===== src/rtl/dmem_arbiter.sv =====
// dmem_arbiter: two-port round-robin arbiter and access sequencer for the
// 128-word data memory. Port 0 is the CPU load/store port, port 1 is the
// DMA/debug port. Each granted access walks IDLE -> ACCESS -> (RDWAIT) -> DONE.
// Memory strobes are high only during ACCESS. ack is a one-cycle pulse in DONE.
//
// Ports:
//   clock, reset          clock; async active-low reset
//   reqN/weN/addrN/wdataN request side of port N (held until ackN)
//   ackN/rdataN/errN      completion pulse, read data, range error (qualified by ack)
//   busy                  FSM not in IDLE
//   mem_adress/mem_write_data/mem_write/mem_read  registered memory controls
//   mem_data              memory's registered read output
//
// Optional feature: define DMEM_ARB_RANGE_CHECK_EN to reject addresses with
// any bit set above bit 6 (ack + err after one cycle, no memory strobe).
module dmem_arbiter #(
  parameter int ADDR_W = 32,
  parameter int DATA_W = 32
) (
  input  logic              clock,
  input  logic              reset,
  input  logic              req0,
  input  logic              req1,
  input  logic              we0,
  input  logic              we1,
  input  logic [ADDR_W-1:0] addr0,
  input  logic [ADDR_W-1:0] addr1,
  input  logic [DATA_W-1:0] wdata0,
  input  logic [DATA_W-1:0] wdata1,
  output logic              ack0,
  output logic              ack1,
  output logic [DATA_W-1:0] rdata0,
  output logic [DATA_W-1:0] rdata1,
  output logic              err0,
  output logic              err1,
  output logic              busy,
  output logic [ADDR_W-1:0] mem_adress,
  output logic [DATA_W-1:0] mem_write_data,
  output logic              mem_write,
  output logic              mem_read,
  input  logic [DATA_W-1:0] mem_data
);

  typedef enum logic [1:0] {S_IDLE, S_ACCESS, S_RDWAIT, S_DONE} state_e;

  state_e            state_q, state_d;
  logic              last_q, last_d;
  logic              gnt_q, gnt_d;
  logic              we_q, we_d;
  logic [1:0]        ack_q, ack_d;
  logic              mem_wr_q, mem_wr_d;
  logic              mem_rd_q, mem_rd_d;
  logic [ADDR_W-1:0] mem_addr_q, mem_addr_d;
  logic [DATA_W-1:0] mem_wdata_q, mem_wdata_d;
  logic [DATA_W-1:0] rdata0_q, rdata0_d;
  logic [DATA_W-1:0] rdata1_q, rdata1_d;
`ifdef DMEM_ARB_RANGE_CHECK_EN
  logic [1:0]        err_q, err_d;
`endif

  // Grant candidate: on a tie the port that did not win last time;
  // otherwise whichever single port is requesting.
  logic              g_sel;
  logic              sel_we;
  logic [ADDR_W-1:0] sel_addr;
  logic [DATA_W-1:0] sel_wdata;

  assign g_sel     = (req0 & req1) ? ~last_q : req1;
  assign sel_we    = g_sel ? we1    : we0;
  assign sel_addr  = g_sel ? addr1  : addr0;
  assign sel_wdata = g_sel ? wdata1 : wdata0;

  always_comb begin
    state_d     = state_q;
    last_d      = last_q;
    gnt_d       = gnt_q;
    we_d        = we_q;
    ack_d       = 2'b00;
    mem_wr_d    = 1'b0;
    mem_rd_d    = 1'b0;
    mem_addr_d  = mem_addr_q;
    mem_wdata_d = mem_wdata_q;
    rdata0_d    = rdata0_q;
    rdata1_d    = rdata1_q;
`ifdef DMEM_ARB_RANGE_CHECK_EN
    err_d       = 2'b00;
`endif
    case (state_q)
      S_IDLE: begin
        if (req0 | req1) begin
          last_d      = g_sel;
          gnt_d       = g_sel;
          we_d        = sel_we;
          // mem_adress/mem_write_data double as the latched request fields
          mem_addr_d  = sel_addr;
          mem_wdata_d = sel_wdata;
`ifdef DMEM_ARB_RANGE_CHECK_EN
          if (|sel_addr[ADDR_W-1:7]) begin
            state_d      = S_DONE;
            ack_d[g_sel] = 1'b1;
            err_d[g_sel] = 1'b1;
          end else begin
            state_d  = S_ACCESS;
            mem_wr_d = sel_we;
            mem_rd_d = ~sel_we;
          end
`else
          state_d  = S_ACCESS;
          mem_wr_d = sel_we;
          mem_rd_d = ~sel_we;
`endif
        end
      end
      S_ACCESS: begin
        if (we_q) begin
          state_d      = S_DONE;
          ack_d[gnt_q] = 1'b1;
        end else begin
          state_d = S_RDWAIT;
        end
      end
      S_RDWAIT: begin
        if (gnt_q) rdata1_d = mem_data;
        else       rdata0_d = mem_data;
        state_d      = S_DONE;
        ack_d[gnt_q] = 1'b1;
      end
      S_DONE:   state_d = S_IDLE;
      default:  state_d = S_IDLE;
    endcase
  end

  always_ff @(posedge clock or negedge reset) begin
    if (!reset) begin
      state_q     <= S_IDLE;
      last_q      <= 1'b1;
      gnt_q       <= 1'b0;
      we_q        <= 1'b0;
      ack_q       <= 2'b00;
      mem_wr_q    <= 1'b0;
      mem_rd_q    <= 1'b0;
      mem_addr_q  <= '0;
      mem_wdata_q <= '0;
      rdata0_q    <= '0;
      rdata1_q    <= '0;
`ifdef DMEM_ARB_RANGE_CHECK_EN
      err_q       <= 2'b00;
`endif
    end else begin
      state_q     <= state_d;
      last_q      <= last_d;
      gnt_q       <= gnt_d;
      we_q        <= we_d;
      ack_q       <= ack_d;
      mem_wr_q    <= mem_wr_d;
      mem_rd_q    <= mem_rd_d;
      mem_addr_q  <= mem_addr_d;
      mem_wdata_q <= mem_wdata_d;
      rdata0_q    <= rdata0_d;
      rdata1_q    <= rdata1_d;
`ifdef DMEM_ARB_RANGE_CHECK_EN
      err_q       <= err_d;
`endif
    end
  end

  assign ack0           = ack_q[0];
  assign ack1           = ack_q[1];
  assign rdata0         = rdata0_q;
  assign rdata1         = rdata1_q;
  assign busy           = (state_q != S_IDLE);
  assign mem_adress     = mem_addr_q;
  assign mem_write_data = mem_wdata_q;
  assign mem_write      = mem_wr_q;
  assign mem_read       = mem_rd_q;
`ifdef DMEM_ARB_RANGE_CHECK_EN
  assign err0 = err_q[0];
  assign err1 = err_q[1];
`else
  assign err0 = 1'b0;
  assign err1 = 1'b0;
`endif

endmodule


===== config.mk =====
export PLATFORM = sky130hd
export DESIGN_NAME = dmem_arbiter
export DESIGN_NICKNAME = d
export VERILOG_FILES = /design/src/rtl/dmem_arbiter.sv
export SDC_FILE = /design/constraint.sdc
export NUM_CORES = 1
export LEC_CHECK = 0
export CAP_MARGIN = 25
export CORE_ASPECT_RATIO = 0.7
export CORE_UTILIZATION = 29
export DETAILED_ROUTE_END_ITERATION = 10
export PLACE_DENSITY = 0.73
export SLEW_MARGIN = 0
export SYNTH_ARGS = -nofsm -noshare
export SYNTH_HDL_FRONTEND = slang
export SYNTH_SLANG_ARGS = --single-unit

===== constraint.sdc =====
create_clock -name clock -period 1.69 [get_ports clock]
set_input_delay 0.169 -clock clock [delete_from_list [all_inputs] [get_ports clock]]
set_output_delay 0.169 -clock clock [all_outputs]
set_load 0.02 [all_outputs]

==> run summary, run 1 <==
CP Buf/Inv Count = 1
Top cells by area, synth = dfrtp_1 (60%), mux2_1 (13%), a21oi_1 (11%), nor2_1 (4.5%), nand2_1 (4.3%)
DR WL/cell = 15.86 µm
CP arrival = 1.43 ns
CTS tree = yes
Leak = 4.074 nW
Final min period = 1.602 ns
Die Width = 169.7 µm
Synthesized area = 0.005709 mm²
Number of global-route vias before repair = 5201
Final Util = 51.14%
Worst-path clk slew = 0.06 ns
Critical path data required time = 1.52 ns
Antenna diode count = 0
Routed via count = 5022
Final setup violation count = 0
Fraction of layout cells with a size suffix above 1 = 8.005%
Worst setup margin = 0.08770 ns
Unrepaired setup endpoints after global routing = false
Mean post-synth cell area = 10.90 µm²
Reg2Reg Capture Point = rdata0[23]
Peak VDD IR = 1186 µV
DP Worst Slack = -0.01864 ns
CTS Buf Count = 17
I/O Pins = 301
Initial DRC Count = 222
Fillers = 1703
Total number of H-tree levels = 4
Final Hold Vio Count = 0
Top-area cell type share of the netlist area = 59.61%
CP Capture Type = output port
Crit Path Category = flip-flop to output port
Layout Skew = 0.009120 ns
Synth Flop Type = dfrtp_1
GPL Wtd Cong = 0.7549
Post-route antenna net violation count = 0
Setup tns final = 0 ns
Tot Pwr = 19.41 mW
CP Launch Point = mem_adress[13]
DIE HEIGHT = 119.4 µm
Gate Count Post-Synth = 524
Post-Layout Cell Count = 1101
Hold Crit Class = input pin to async pin
Clock Latency Late Sink = 0.40 ns
Cell Rows = 42
Async S/R FF share, synth = 100.0%
WP depth = 1
Max Freq = 624.1 MHz
Initial Util = 29.93%
Status = finished, final reports clean
Placed cells = 1067
# port buffers = 298
Reg2reg start = state_q[0]
Maximum clock insertion buffer count = 2
DRT Pass-1 Iters = 4
CTS root buffer = clkbuf_16
Top post-synthesis cells by count = dfrtp_1 (136), a21oi_1 (121), nor2_1 (68)
Worst reg2reg path depth = 5
Largest net degree at the start of global routing = 53
R2r setup slk = 0.13 ns
Area of the multi-input gates = 0.002100 mm²
Cell taking the most area after synthesis = dfrtp_1
Max stage delay cell, worst path = clkdlybuf4s50_1
Netlist cell types = 27
# DRC = 0
Area grow syn2layout = 70.87%
Critical Path, Cell by Cell = clkdlybuf4s50_1
Die area = 0.02026 mm²
Most common cell in the synthesized netlist = dfrtp_1
Synth warn = 0
GRT overflow = 0
Sequential standard cell area = 0.003430 mm²
Fin nets = 994
PD cells = 1990 mW/mm²
Seq/Total Area, Yosys = 60.07%
Synthesis-stage register bit count = 137
Period Utilization, post-route = 94.81%
Family with the most delay on the worst path = buffers and inverters
Core Region = 0.01908 mm²
Drt total wl = 17.46 mm
Max_cap viols = 0
Via density = 4.561
Fin. max-slew vios = 0
Hpwl dp = 12.41 mm
First-pass GRT wire length = 27.01 mm
Total track usage = 17.28%
Initial antenna violation count = 0
Crit path largest cell delay = 0.63 ns
Critical path peak fanout = 2
Number of synthesized flops with an enable pin = 0
Crit path launch type = flip-flop
Clk sinks = 137
-- cell type report --
cell class | count | area share (%)
clock inverters | 13 | 2.014
multi-input cells | 347 | 21.52
repair buffers | 318 | 33.37
clock buffers | 18 | 4.399
well taps | 264 | 3.386
inverters | 4 | 0.1539
flip-flops and latches | 137 | 35.15
-- sequential cells by signal, indices dropped and copies added (netlist names) --
name            flops
ack_q               2
gnt_q               1
last_q              1
mem_adress         32
mem_read            1
mem_write           1
mem_write_data     32
rdata0             32
rdata1             32
state_q             2
we_q                1
-- cells by family (layout without fill, tap and decap cells) --
family,Yosys count,after routing,share of synthesized area [%]
compound gates,138,138,12.97
flops,137,137,60.07
simple gates,137,137,9.183
mux,67,67,13.17
buf+inv,41,353,3.879
fa+ha+maj,3,3,0.6575
other cells,1,2,0.06568
-- layout by cell type (no fill, tap or decap), types with 2 or more instances in the layout --
master             n
clkdlybuf4s50_1  296
dfrtp_1          136
a21oi_1          121
nor2_1            68
nand2_1           65
mux2_1            65
clkbuf_16         18
buf_4             10
a21oi_2            9
buf_12             8
clkinv_4           6
bufinv_16          4
inv_1              3
ha_1               3
and2_1             2
mux2i_1            2
conb_1             2
clkinvlp_4         2
-- metal layers --
metal | GRT usage [%] | wire, µm | vias up
li1 | - | - | 2372
met1 | 21.41 | 7858 | 2446
met2 | 28.23 | 7974 | 189
met3 | 6.115 | 1388 | 15
met4 | 5.068 | 241 | 0
met5 | 0 | 0 | -
-- worst max path at each step --
stage               slack [ns]        endpoint
floorplan                 0.13      state_q[1]
detailed placement       -0.02   mem_adress[5]
global route             0.007            busy
finish                    0.09  mem_adress[13]
global placement          0.03   mem_adress[1]
CTS                       0.02            busy
-- through the flow --
stage / hold WS (ns) / area [µm²]
6_report: 0.2385 / 9756
5_1_grt: 0.2561 / 9756
4_1_cts: 0.2243 / 9717
3_5_place_dp: 0.09040 / 9080
3_3_place_gp: 0.08746 / 9080
2_1_floorplan: -0.1266 / 5713
-- where the power goes --
group	leakage (nW)	internal [mW]	switching [mW]
sequential	1.57	4.97	0.869
combinational	2.20	4.69	4.95
clock	0.297	2.48	1.44
-- what timing repair did --
action | in CTS | in global routing
setup endpoints to repair | 1 | 16
cloned | 0 | 1
pin swaps | 0 | 0
resized for setup | 3 | 1
hold buffers | 1 | 0
hold endpoints to repair | 31 | 0
buffers inserted | 0 | 1
(Power assumes the default switching activity.)
==> run 2, diff against run 1 <==
--- a/config.mk
+++ b/config.mk
@@ -7,6 +7,7 @@
 export LEC_CHECK = 0
 export CAP_MARGIN = 25
 export CORE_ASPECT_RATIO = 0.7
+export CORE_MARGIN = 3
 export CORE_UTILIZATION = 29
 export DETAILED_ROUTE_END_ITERATION = 10
 export PLACE_DENSITY = 0.73
==> run 2 against run 1 <==
Critical endpoint is now busy; combinational power up 0.6%; sequential power hardly changed; clock skew decreased by 0.0027 ns; sequential cell count unchanged; utilization shrank 0.27 points; power shrank 0.98%; via count rose by 0.62%; maximum frequency decreased by 0.27%; non-clock buffer count rose by 1; design area down 0.26%.
==> run summary, run 2 (synthesized netlist as in run 1, its figures left out) <==
Status = finished, final reports clean
Total track usage = 16.72%
CTS root buffer = clkbuf_16
I/O Pins = 301
CP arrival = 1.44 ns
Post-route antenna net violation count = 0
Total number of H-tree levels = 4
Clock Latency Late Sink = 0.41 ns
Family with the most delay on the worst path = buffers and inverters
Fin nets = 995
Via density = 4.581
DP Worst Slack = -0.04561 ns
Leak = 4.050 nW
Hpwl dp = 13.47 mm
DR WL/cell = 16.70 µm
R2r setup slk = 0.10 ns
# port buffers = 298
Cell Rows = 42
Period Utilization, post-route = 95.07%
CP Buf/Inv Count = 3
Critical path peak fanout = 5
CTS tree = yes
Number of global-route vias before repair = 5173
DRT Pass-1 Iters = 4
Largest net degree at the start of global routing = 55
CP most frequent cell = inv_2
Maximum clock insertion buffer count = 2
Final Hold Vio Count = 0
Worst setup margin = 0.08333 ns
Final setup violation count = 0
Fin. max-slew vios = 0
Crit Path Category = flip-flop to output port
Crit path largest cell delay = 0.41 ns
Tot Pwr = 19.22 mW
Layout Skew = 0.006427 ns
Unrepaired setup endpoints after global routing = false
Area grow syn2layout = 70.44%
Die Width = 173.7 µm
Drt total wl = 18.42 mm
Setup tns final = 0 ns
CTS Buf Count = 17
Initial DRC Count = 225
Number of setup buffers added after CTS = 0
Final min period = 1.607 ns
Hold Crit Class = input pin to async pin
Commonest cells after routing, fill and taps aside = clkdlybuf4s50_1 (296), dfrtp_1 (136), a21oi_1 (121)
Crit path launch type = flip-flop
Critical path data required time = 1.52 ns
GRT overflow = 0
Fraction of layout cells with a size suffix above 1 = 8.343%
Most common cell after layout, fill and taps aside = clkdlybuf4s50_1
Clk sinks = 137
First-pass GRT wire length = 28.23 mm
Antenna diode count = 0
Max stage delay cell, worst path = dfrtp_1
Initial antenna violation count = 0
Peak VDD IR = 1115 µV
Max Freq = 622.4 MHz
Max_cap viols = 0
Initial Util = 29.85%
CP Capture Type = output port
Core Region = 0.01913 mm²
# DRC = 0
DIE HEIGHT = 123.4 µm
Critical Path, Cell by Cell = inv_2 -> ha_4 -> inv_2 -> clkdlybuf4s15_2
Die area = 0.02143 mm²
GPL Wtd Cong = 0.7883
Worst-path clk slew = 0.06 ns
PD cells = 1975 mW/mm²
Routed via count = 5053
## run 2: power by group
group | leakage [nW] | switching (mW) | internal [mW]
logic | 2.21 | 4.98 | 4.72
registers | 1.57 | 0.873 | 4.97
clock network | 0.266 | 1.49 | 2.19
## run 2: cell type report
cell class | instances | area, µm²
well taps | 264 | 330.3
clock inverters | 13 | 146.4
clock buffers | 19 | 432.9
flip-flops and latches | 137 | 3430
inverters | 4 | 15.01
repair buffers | 319 | 3271
fillers | 1791 | 9398
multi-input cells | 347 | 2106
## run 2: path summary, 6_finish.rpt
kind                            startpoint                 to  cells after the start
min in group clock               wdata0[1]  mem_write_data[1]                      3
worst min register to register  rdata0[21]         rdata0[21]                      1
worst min-delay path                 reset          rdata1[7]                      2
worst max register to register  state_q[0]         rdata0[15]                      5
max in group asynchronous            reset         rdata0[29]                      3
worst max-delay path            state_q[1]               busy                      4
## run 2: through the flow
stage                     utilization (%)  instance area (µm²)  hold slack [ns]  instances
after floorplan                         -                 5713          -0.1266        525
after global placement              47.72                 9128          0.07550       1070
after detailed placement            47.72                 9128          0.07584       1070
after CTS                           50.87                 9731           0.2071       1103
after global routing                50.87                 9731           0.2407       1103
final                               50.87                 9731           0.2280       1103
## run 2: timing repair
| item | 4_1_cts | 5_1_grt |
|---|---|---|
| endpoints found under the hold margin | 99 | 0 |
| gates resized for setup | 5 | 1 |
| setup endpoints to repair | 1 | 1 |
| hold buffers | 1 | 0 |
## run 2: layer usage
| metal | share of wire (%) | global-route usage (%) | routed length, µm |
|---|---|---|---|
| met4 | 1.5 | 4.518 | 277 |
| met3 | 9.0 | 7.274 | 1651 |
| met2 | 47 | 27.22 | 8586 |
| met5 | 0 | 0 | 0 |
| met1 | 43 | 20.50 | 7908 |
